--- src/rtl/vc_arb_pkg.sv ---
// Shared flit-type definitions for the VC injection arbiter.
// Flit type lives in the top IDENTIFIER_BITS of each flit.
package vc_arb_pkg;

   localparam int IDENTIFIER_BITS_DEF = 2;

   typedef enum logic [1:0] {
      HEAD = 2'b01,
      BODY = 2'b10,
      TAIL = 2'b11
   } flit_type_e;

   // 2'b00 is illegal on the wire and folds into BODY
   function automatic flit_type_e flit_type(
      input logic [IDENTIFIER_BITS_DEF-1:0] id
   );
      case (id)
         2'b01:   return HEAD;
         2'b11:   return TAIL;
         default: return BODY;
      endcase
   endfunction

endpackage

--- src/rtl/rr_priority_picker.sv ---
// Combinational round-robin picker: first request at or after ptr wins.
// N must be a power of two so the index wraps by truncation.
module rr_priority_picker #(
   parameter int N = 4
) (
   input  logic [N-1:0]         req,
   input  logic [$clog2(N)-1:0] ptr,
   output logic [N-1:0]         grant_onehot,
   output logic [$clog2(N)-1:0] grant_idx,
   output logic                 any
);

   localparam int W = $clog2(N);

   logic [W-1:0] idx;

   always_comb begin
      grant_onehot = '0;
      grant_idx    = '0;
      any          = 1'b0;
      idx          = '0;
      for (int k = 0; k < N; k++) begin
         idx = ptr + W'(k);
         if (!any && req[idx]) begin
            any               = 1'b1;
            grant_idx         = idx;
            grant_onehot[idx] = 1'b1;
         end
      end
   end

endmodule

--- src/rtl/vc_injection_arbiter.sv ---
// Packet-granular round-robin arbiter onto one registered injection link.
// Define VC_ARB_STATS_EN to add packets_granted/stall_cycles counters.
module vc_injection_arbiter
   import vc_arb_pkg::*;
#(
   parameter int DATA_WIDTH      = 32,
   parameter int VC              = 4,
   parameter int IDENTIFIER_BITS = IDENTIFIER_BITS_DEF
) (
   input  logic                     clk,
   input  logic                     rst,
   input  logic [VC*DATA_WIDTH-1:0] data_in,
   input  logic [VC-1:0]            valid_in,
   output logic [VC-1:0]            ready_in,
   output logic [DATA_WIDTH-1:0]    data_out,
   output logic                     valid_out,
   input  logic                     ready_out,
   output logic [$clog2(VC)-1:0]    current_vc,
   output logic                     locked,
   output logic                     protocol_error
`ifdef VC_ARB_STATS_EN
   ,
   output logic [VC*32-1:0]         packets_granted,
   output logic [31:0]              stall_cycles
`endif
);

   localparam int VW = $clog2(VC);

   typedef enum logic {
      IDLE,
      LOCKED
   } state_e;

   state_e                state, state_n;
   logic [VW-1:0]         rr_ptr, sel_vc;
   logic [DATA_WIDTH-1:0] flit [VC];
   flit_type_e            ftype [VC];
   logic [VC-1:0]         head_req, grant_onehot;
   logic [VW-1:0]         grant_idx;
   logic                  grant_any;
   logic                  can_load, take, tail_acc, err_set;

   for (genvar i = 0; i < VC; i++) begin : g_vc
      assign flit[i]     = data_in[i*DATA_WIDTH +: DATA_WIDTH];
      assign ftype[i]    = flit_type(flit[i][DATA_WIDTH-1 -: IDENTIFIER_BITS]);
      assign head_req[i] = valid_in[i] && (ftype[i] == HEAD);
   end

   rr_priority_picker #(
      .N(VC)
   ) u_pick (
      .req          (head_req),
      .ptr          (rr_ptr),
      .grant_onehot (grant_onehot),
      .grant_idx    (grant_idx),
      .any          (grant_any)
   );

   assign can_load = !valid_out || ready_out;
   assign locked   = (state == LOCKED);

   always_comb begin
      state_n  = state;
      ready_in = '0;
      sel_vc   = current_vc;
      take     = 1'b0;
      tail_acc = 1'b0;
      err_set  = 1'b0;
      unique case (state)
         IDLE: begin
            err_set = |(valid_in & ~head_req);
            if (grant_any && can_load) begin
               ready_in = grant_onehot;
               sel_vc   = grant_idx;
               take     = 1'b1;
               state_n  = LOCKED;
            end
         end
         LOCKED: begin
            // heads on the owning VC pass through as plain data
            if (valid_in[current_vc] && can_load) begin
               ready_in[current_vc] = 1'b1;
               take                 = 1'b1;
               if (ftype[current_vc] == TAIL) begin
                  tail_acc = 1'b1;
                  state_n  = IDLE;
               end
            end
         end
         default: ;
      endcase
   end

   always_ff @(posedge clk or negedge rst) begin
      if (!rst) begin
         state          <= IDLE;
         rr_ptr         <= '0;
         current_vc     <= '0;
         valid_out      <= 1'b0;
         data_out       <= '0;
         protocol_error <= 1'b0;
      end else begin
         state      <= state_n;
         current_vc <= sel_vc;
         if (take) begin
            data_out  <= flit[sel_vc];
            valid_out <= 1'b1;
         end else if (ready_out) begin
            valid_out <= 1'b0;
         end
         if (tail_acc)
            rr_ptr <= current_vc + VW'(1);
         if (err_set)
            protocol_error <= 1'b1;
      end
   end

`ifdef VC_ARB_STATS_EN
   always_ff @(posedge clk or negedge rst) begin
      if (!rst) begin
         packets_granted <= '0;
         stall_cycles    <= '0;
      end else begin
         if (tail_acc)
            packets_granted[current_vc*32 +: 32] <=
               packets_granted[current_vc*32 +: 32] + 32'd1;
         if (valid_out && !ready_out)
            stall_cycles <= stall_cycles + 32'd1;
      end
   end
`endif

endmodule

--- config.mk ---
export PLATFORM = sky130hd
export DESIGN_NAME = vc_injection_arbiter
export DESIGN_NICKNAME = d
export VERILOG_FILES = /design/src/rtl/vc_arb_pkg.sv /design/src/rtl/rr_priority_picker.sv /design/src/rtl/vc_injection_arbiter.sv
export SDC_FILE = /design/constraint.sdc
export NUM_CORES = 1
export LEC_CHECK = 0
export ABC_AREA = 0
export CAP_MARGIN = 40
export CORE_MARGIN = 2
export CORE_UTILIZATION = 39
export CTS_BUF_LIST = sky130_fd_sc_hd__clkbuf_16
export DETAILED_ROUTE_END_ITERATION = 7
export PLACE_DENSITY = 0.81
export SETUP_SLACK_MARGIN = 0.15
export SKIP_CTS_REPAIR_TIMING = 1
export SYNTH_ARGS = -nofsm -noshare
export SYNTH_HDL_FRONTEND = slang
export SYNTH_SLANG_ARGS = --single-unit
--- constraint.sdc ---
create_clock -name clk -period 3.6 [get_ports clk]
set_clock_uncertainty 0.1 [all_clocks]
set_input_delay 0.36 -clock clk [delete_from_list [all_inputs] [get_ports clk]]
set_output_delay 0.36 -clock clk [all_outputs]
set_load 0.01 [all_outputs]
==> results of run 1 <==
==> worst paths after layout <==
check                      cells past startpoint                    endpoint                        from  slack, ns
min                                            1  protocol_error$_DFFE_PN0P_  protocol_error$_DFFE_PN0P_       0.38
max in group asynchronous                      3       rr_ptr[1]$_DFFE_PN0P_                         rst       2.48
min in group asynchronous                      2     data_out[8]$_DFFE_PN0P_                         rst       0.44
max reg2reg                                   10    data_out[28]$_DFFE_PN0P_       rr_ptr[1]$_DFFE_PN0P_       0.53
min reg2reg                                    1  protocol_error$_DFFE_PN0P_  protocol_error$_DFFE_PN0P_       0.38
max                                            9                 ready_in[1]                 data_in[31]       0.22
==> layout make-up <==
class / count / area (µm²)
Clock buffer: 5 / 125
Clock inverter: 3 / 43.8
Fill cell: 640 / 2530
Inverter: 9 / 33.8
Multi-Input combinational cell: 234 / 2020
Sequential cell: 39 / 977
Tap cell: 102 / 128
Timing Repair Buffer: 190 / 1900
==> metal layers <==
| layer | global-route usage (%) | share of wire, % | routed length (µm) | vias up |
|---|---|---|---|---|
| met5 | 0 | 0 | 0 | - |
| met1 | 25.4 | 39 | 3840 | 1500 |
| met2 | 40.1 | 55 | 5360 | 109 |
| met3 | 4.09 | 5.7 | 563 | 6 |
| li1 | - | - | - | 1505 |
| met4 | 3.14 | 0.48 | 47 | 0 |
==> sequential cells by signal, summed over array words and instances (netlist names) <==
name	flops
data_out	32
current_vc	2
rr_ptr	2
locked	1
protocol_error	1
valid_out	1
==> cells in the final DEF, fill, tap and decap left out, types with 3 or more instances in the layout <==
master	count
ha_1	11
a221oi_2	32
a221oi_1	4
and3b_1	3
nand2_1	13
nor3_1	5
o21ai_0	14
buf_12	3
nor2_1	42
mux4_2	3
clkdlybuf4s50_1	172
buf_4	11
a22oi_1	4
inv_1	8
nand2b_1	6
clkbuf_16	5
a21oi_1	3
nand3_1	5
dfrtp_1	38
mux2i_1	64
nand3b_1	4
==> power by group <==
part | internal, mW | switching [mW] | leakage (nW)
Combinational | 1.36 | 1.33 | 1.79
Clock | 0.327 | 0.175 | 0.0838
Sequential | 0.665 | 0.154 | 0.429
Total | 2.36 | 1.66 | 2.30
==> cells by family after synthesis <==
group | after synthesis | share of synthesized area [%]
buf+inv | 31 | 6.32
flops | 39 | 31.0
fa+ha+maj | 11 | 4.38
compound gates | 69 | 22.8
mux | 67 | 22.5
simple gates | 87 | 13.0
==> metrics by stage <==
step           utilization, %  hold slack [ns]  power (mW)
6_report                 67.4            0.375        4.02
3_5_place_dp             64.5            0.207        3.50
5_1_grt                  67.4            0.401        4.27
3_3_place_gp             64.2            0.339        3.43
2_1_floorplan               -          -0.0356        2.58
4_1_cts                  66.7          -0.0910        4.02
==> impl_metrics.json, run 1 <==
{
  "status": "finished clean",
  "worstHoldPathType": "flip-flop to flip-flop",
  "path_max_fanout": 6,
  "initial_core_util_pct": 40.5,
  "hold_violations": 0,
  "slowest_stage": "clkdlybuf4s50_1",
  "grt_pass1_wl_um": 15100,
  "syn_nets": 450,
  "fmax_mhz": 296,
  "critPathMaxStageDelay_ns": 0.55,
  "yosysSeqAreaShare_pct": 31.0,
  "powerDensity_nw_per_um2": 768,
  "tns_ns": 0,
  "startpoint_type": "input port",
  "numPortBuffers": 175,
  "tightest_slew_ns": 0.494,
  "cts_root_buffer": "clkbuf_16",
  "period_minus_slack_ns": 3.38,
  "syn_avg_cell_area_um2": 10.3,
  "drv_cap": 0,
  "row_count": 32,
  "netlist.area_leader.share_pct": 31.0,
  "ys.flop_type": "dfrtp_1",
  "clock-sinks": 39,
  "grt_max_degree": 37,
  "worst_ep_arrival_time_ns": 2.92,
  "htree_levels": 2,
  "wl_per_cell_um": 16.9,
  "cp_top_family": "buffers and inverters",
  "vias": 3120,
  "placed_area_um2": 5010,
  "synth.most_common_cell": "mux2i_1",
  "drive_gt1_share_pct": 14.6,
  "clock_path_buffers": 2,
  "grt_overflow": 0,
  "cpMostUsedCell": "clkdlybuf4s50_1",
  "drv_slew": 0,
  "ios": 176,
  "ir_worst_vdd_v": 0.000471,
  "report.final.setup_viol": 0,
  "setup_ws_ns": 0.225,
  "dr.pass1.iters": 4,
  "netlist_area_um2": 3150,
  "async_flop_share_pct": 100,
  "synth_common_cells": "mux2i_1, nor2_1, dfrtp_1",
  "chipHeight_um": 93.8,
  "die_area_um2": 8800,
  "clk_pin_slew_ns": 0.06,
  "die_x_um": 93.8,
  "netlist_top_cells_area": "dfrtp_1, mux2i_1, a221oi_2",
  "grt_usage_pct": 21.3,
  "critical_path_class": "input port to output port",
  "routabilityCongestion": 0.872,
  "coreArea_um2": 7770,
  "power.static_leakage_nw": 2.30,
  "cp.required_ns": 3.14,
  "path_buf_inv": 2,
  "avgViaCountPerCell": 5.36,
  "synth_cell_type_count": 38,
  "routed_wl_um": 9810,
  "place_hpwl_um": 7640,
  "stdcell_count": 582,
  "rsz0062_at_grt": "no",
  "ys_ff_latch": 39,
  "endpoint_kind": "output port",
  "clock_latency_ns": 0.28,
  "numCtsBuffers": 5,
  "detail-route-antenna-nets": 0,
  "synthCells": 304,
  "cp_cell_sequence": "clkdlybuf4s50_1 -> and3b_2 -> mux4_2 -> nor3b_4 -> a22oi_1 -> nor2_1 -> a221oi_1 -> o21ai_0 -> clkdlybuf4s50_1",
  "grt_pass1_vias": 3142,
  "fin_nets": 625,
  "fin_area_um2": 5240,
  "antenna_found_initial": 0,
  "drt_iter0_markers": 106,
  "min_period_over_period_pct": 93.8,
  "pre_cts_ws_ns": 0.0374,
  "dpl.cell_count": 571,
  "antenna_cells": 0,
  "tritoncts": "yes",
  "drc_errors": 0,
  "maxSlewHeadroom_pct": 66.2,
  "syn_to_final_growth_pct": 66.4,
  "yosysTopAreaCell": "dfrtp_1",
  "synth_warnings": 0,
  "synth_edf_count": 0
}
No activity file was read; power rests on OpenSTA's default activity.
==> run 2: changes to the inputs <==
--- a/config.mk
+++ b/config.mk
@@ -7,7 +7,7 @@
 export LEC_CHECK = 0
 export ABC_AREA = 0
 export CAP_MARGIN = 40
-export CORE_MARGIN = 2
+export CORE_MARGIN = 3
 export CORE_UTILIZATION = 39
 export CTS_BUF_LIST = sky130_fd_sc_hd__clkbuf_16
 export DETAILED_ROUTE_END_ITERATION = 7
==> impl_metrics.json, run 2 (synthesis results as in run 1) <==
{
  "routabilityCongestion": 0.863,
  "power.static_leakage_nw": 2.31,
  "ir_worst_vdd_v": 0.000364,
  "report.final.setup_viol": 0,
  "grt_usage_pct": 20.5,
  "ff_latch_area_um2": 977,
  "vias": 3108,
  "cpMostUsedCell": "clkdlybuf4s50_1",
  "antenna_cells": 0,
  "fin_nets": 622,
  "status": "finished clean",
  "top_regs": "data_out x32, current_vc x2, rr_ptr x2",
  "die_x_um": 95.8,
  "drc_errors": 0,
  "p_int_mw": 2.44,
  "placed_area_um2": 5020,
  "path_max_fanout": 6,
  "final_cell_mix": "clkdlybuf4s50_1, mux2i_1, nor2_1",
  "syn_to_final_growth_pct": 67.2,
  "worstHoldPathType": "input port to async pin",
  "top_register": "data_out",
  "endpoint_kind": "output port",
  "fin_area_um2": 5260,
  "hold_violations": 0,
  "cp.required_ns": 3.14,
  "stdcell_count": 579,
  "whs_ns": 0.309,
  "routed_wl_um": 9670,
  "fmax_mhz": 302,
  "final_common_cell": "clkdlybuf4s50_1",
  "pwr-share-comb_pct": 66.4,
  "clock-sinks": 39,
  "drive_gt1_share_pct": 13.6,
  "tns_ns": 0,
  "wl_per_cell_um": 16.7,
  "multiInputGateArea_um2": 2020,
  "cts_root_buffer": "clkbuf_16",
  "power_mw": 4.10,
  "tritoncts": "yes",
  "critPathMaxStageDelay_ns": 0.56,
  "place_hpwl_um": 7550,
  "grt_pass1_wl_um": 14900,
  "dr.pass1.iters": 5,
  "powerDensity_nw_per_um2": 780,
  "cp_cell_sequence": "clkdlybuf4s50_1 -> and3b_1 -> mux4_2 -> nor3b_4 -> a22oi_1 -> nor2_1 -> a221oi_1 -> o21ai_0 -> clkdlybuf4s50_1",
  "clkPwrFrac_pct": 13.8,
  "numPortBuffers": 175,
  "clk_pin_slew_ns": 0.06,
  "htree_levels": 2,
  "largest_reg_flops": 32,
  "grt_overflow": 0,
  "critical_path_class": "input port to output port",
  "chipHeight_um": 95.8,
  "drv_slew": 0,
  "worst_ep_arrival_time_ns": 2.86,
  "final_util_pct": 67.7,
  "ios": 176,
  "clock_path_buffers": 2,
  "rsz0062_at_grt": "no",
  "drt_iter0_markers": 74,
  "initial_core_util_pct": 40.5,
  "grt_max_degree": 38,
  "grt_pass1_vias": 3122,
  "tightest_slew_ns": 0.448,
  "clock_latency_ns": 0.28,
  "p_switching_mw": 1.66,
  "detail-route-antenna-nets": 0,
  "numCtsBuffers": 5,
  "startpoint_type": "input port",
  "coreArea_um2": 7770,
  "pre_cts_ws_ns": 0.0503,
  "antenna_found_initial": 0,
  "seq_power_share_pct": 19.8,
  "slowest_stage": "clkdlybuf4s50_1",
  "row_count": 32,
  "die_area_um2": 9180,
  "dpl.cell_count": 569,
  "p_sw_share_pct": 40.5,
  "period_minus_slack_ns": 3.32,
  "min_period_over_period_pct": 92.1,
  "fill_cells": 620,
  "drv_cap": 0,
  "maxSlewHeadroom_pct": 69.4,
  "setup_ws_ns": 0.284,
  "avgViaCountPerCell": 5.37
}
run 2: path summary, 6_finish.rpt:
check,from,endpoint,slack (ns),cells after the start
max,data_in[95],ready_in[3],0.28,9
min,rst,data_out[8]$_DFFE_PN0P_,0.31,2
max reg2reg,rr_ptr[0]$_DFFE_PN0P_,data_out[28]$_DFFE_PN0P_,0.51,10
min reg2reg,protocol_error$_DFFE_PN0P_,protocol_error$_DFFE_PN0P_,0.40,1
max in group asynchronous,rst,rr_ptr[1]$_DFFE_PN0P_,2.66,3
min in group clk,protocol_error$_DFFE_PN0P_,protocol_error$_DFFE_PN0P_,0.40,1
run 2: area by class of cell:
| class | instances | share of cell area [%] |
|---|---|---|
| clock inverters | 3 | 1.21 |
| clock buffers | 5 | 2.38 |
| multi-input cells | 234 | 38.4 |
| flip-flops and latches | 39 | 18.6 |
| inverters | 9 | 0.690 |
| repair buffers | 187 | 36.3 |
| well taps | 102 | 2.43 |
run 2: critical path: cells and delay by family:
family | cells | cell delay, ns
buf+inv | 2 | 1.05
compound gates | 3 | 0.46
simple gates | 3 | 0.49
mux | 1 | 0.49
run 2: per-layer routing:
layer  global-route usage (%)  share of wire [%]  vias to the layer above  wire length, µm
met3                     5.08                6.9                       24              665
met1                     25.0                 39                     1461             3740
li1                         -                  -                     1494                -
met2                     35.0                 52                      129             5030
met4                     7.23                2.5                        0              238
met5                        0                  0                        -                0
run 2: power groups by stage:
stage | Sequential, mW | Clock, mW | Combinational, mW
floorplan | 0.890 | 0 | 1.69
global placement | 0.814 | 0 | 2.65
detailed placement | 0.819 | 0 | 2.72
CTS | 0.819 | 0.572 | 2.72
global route | 0.846 | 0.594 | 2.94
finish | 0.812 | 0.565 | 2.72
==> variant: new RTL, config.mk and constraints of run 2 <==
Set the parameter `DATA_WIDTH` to 16 (it was 32).
--- a/src/rtl/vc_injection_arbiter.sv
+++ b/src/rtl/vc_injection_arbiter.sv
@@ -4,5 +4,5 @@
    import vc_arb_pkg::*;
 #(
-   parameter int DATA_WIDTH      = 32,
+   parameter int DATA_WIDTH      = 16,
    parameter int VC              = 4,
    parameter int IDENTIFIER_BITS = IDENTIFIER_BITS_DEF
Interface: changed (resized data_in and data_out); port bits go from 176 to 96. No check against the original RTL was run, so the function may have changed too.
==> variant against run 2 <==
- wire length down 34%
- sequential cell count decreased by 16
- via count decreased by 28%
- power is 45% lower
- area after synthesis down 33%
- maximum frequency decreased by 0.65%
- synthesized cell count decreased by 24%
- design area is 38% lower
- setup slack lost 0.022 ns
- clock power down 58%
- non-clock buffer count decreased by 76
- sequential share of layout area down 0.96 points
- core utilization shrank 4.2 points
==> variant: results (changes against run 2) <==
Status
  – Outcome: finished, final reports clean (unchanged)

Floorplanning
  – Core area: 0.005140 sq mm (was 0.007767 sq mm)

Route
  – Vias post-DR: 2234 (was 3108)
  – Via density per instance: 5.571 (was 5.368)
  – Top sig layer: met4 (unchanged)
  – Metal3 WL: 561 um (was 665 um)
  – Router iterations before antenna repair: 4 (was 5)
  – Wire length on met2: 3.085 mm (was 5.025 mm)
  – DR iter-0 viols: 204 (was 74)
  – DR WL/cell: 15.83 um (was 16.70 um)
  – M1 WL: 2.629 mm (was 3.740 mm)

Clock tree
  – Total CTS buffers: 3 (was 5)
  – Clk root buf: clkbuf_16 (unchanged)
  – Clock slew at reported path FFs: 0.06 ns (about the same)
  – Worst-skew pair later-pin latency: 0.25 ns (was 0.28 ns)
  – Clock buffer depth: 2 (unchanged)
  – H-tree Lvls: 1 (was 2)

Global route
  – Initial antenna violation count: 0 (unchanged)
  – Total GRT Usage: 20.07% (was 20.48%)
  – Largest net degree at the start of global routing: 19 (was 38)
  – Global-route wire length before repair: 10.15 mm (was 14.88 mm)
  – Vias in the first global route: 2143 (was 3122)

Power
  – Leakage power: 0.001315 uW (was 0.002308 uW)
  – Maximum vdd drop: 0.4017 mV (was 0.3644 mV)

Synth
  – Mapped Nets: 312 (was 450)
  – Post-synthesis sequential area ratio: 27.46% (was 31.03%)
  – Predominant post-synthesis flop cell: dfrtp_1 (unchanged)
  – Synth warn: 0 (unchanged)
  – Asr flop ratio synth: 100.0% (unchanged)
  – Top cells by area, synth: dfrtp_1, mux2i_1, a221oi_1 (was dfrtp_1, mux2i_1, a221oi_2)
  – Top cells by count, synth: mux2i_1, nor2_1, dfrtp_1, a221oi_1, nand2_1 (was mux2i_1, nor2_1, dfrtp_1, a221oi_2, o21ai_0)
  – Post-synth cell types: 48 (was 38)
  – Syn avg cell area: 9.112 sq um (was 10.35 sq um)

Cells and area
  – Layout cells sized above 1: 9.063% (was 13.63%)
  – N_diodes: 0 (unchanged)
  – Filler cells: 472 (was 620)
  – Final net count: 414 (was 622)
  – Regs by FF count: data_out (16), current_vc (2), rr_ptr (2) (was data_out (32), current_vc (2), rr_ptr (2))
  – Top reg by flops: data_out (unchanged)

Placed design
  – Placed cell count: 392 (was 569)
  – Port-buffer cells: 95 (was 175)
  – Gpl congestion: 0.9123 (was 0.8626)
  – Placement Setup Slack: 0.09174 ns (was 0.05025 ns)
  – Hpwl dp: 4.974 mm (was 7.554 mm)

Critical path
  – Crit Path Max Fanout: 6 (unchanged)
  – Slowest cell on crit path: mux4_2 (was clkdlybuf4s50_1)
  – Crit path arrival time: 2.88 ns (was 2.86 ns)
  – Top Family by Delay on Critical Path: buffers and inverters (unchanged)
  – Peak per-stage delay on the critical path: 0.55 ns

STA
  – Slew of the pin with the lowest slew margin: 0.5994 ns (was 0.4478 ns)

Worst hold path
  – Hold WC Path Type: input port to async pin (unchanged)
variant: changes by cell type after synthesis, sizes merged, moves of 4 or more:
| cell | change |
|---|---|
| nand2 | +4 |
| nor2 | -16 |
| a221oi | -16 |
| buf | -7 |
| mux2i | -31 |
| dfrtp | -16 |
variant: cell type report:
cell class	count	area, sq um	area share [%]
sequential	23	575.6	17.62
tap	70	87.58	2.682
clock buffer	3	75.07	2.299
clock inverter	1	3.754	0.1149
multi-input combinational	186	1416	43.37
timing repair buffer	111	1081	33.10
inverter	7	26.28	0.8046
variant: kinds of logic after synthesis:
family,Yosys count,synth area share (%)
AOI/OAI and AO/OA,63,22.75
adders and majority gates,11,6.567
buffers and inverters,21,6.150
DFF,23,27.46
muxes,35,18.09
and+or+nand+nor,77,18.99
variant: worst paths after layout:
kind                                             from                          to  slack (ns)  cells after the start
setup / recovery                          data_in[63]                 ready_in[2]        0.26                      9
hold / removal                                    rst    data_out[10]$_DFFE_PN0P_        0.34                      1
setup reg to reg                rr_ptr[0]$_DFFE_PN0P_     data_out[2]$_DFFE_PN0P_        0.58                      9
hold reg to reg            protocol_error$_DFFE_PN0P_  protocol_error$_DFFE_PN0P_        0.38                      1
max in group asynchronous                         rst     current_vc[1]$_DFF_PN0_        2.61                      2
min in group clk           protocol_error$_DFFE_PN0P_  protocol_error$_DFFE_PN0P_        0.38                      1
variant: through the flow:
step                area (sq um)  hold slack (ns)
finish                      3266           0.3353
global route                3266           0.3595
CTS                         3201           0.3490
detailed placement          3122           0.3660
global placement            3099           0.3714
floorplan                   2096         -0.03559
variant: routing by layer:
layer | global-route usage, % | vias to the layer above
li1 | - | 1087
met1 | 27.06 | 1042
met3 | 5.215 | 6
met5 | 0 | -
met4 | 4.124 | 0
met2 | 32.41 | 99
variant: power breakdown:
group | total (uW) | leakage, uW | switching (uW) | internal (uW)
sequential | 460 | 0.000256 | 74.8 | 386
clock | 235 | 0.0000423 | 87.1 | 148
combinational | 1580 | 0.00102 | 822 | 758
total | 2280 | 0.00131 | 984 | 1290
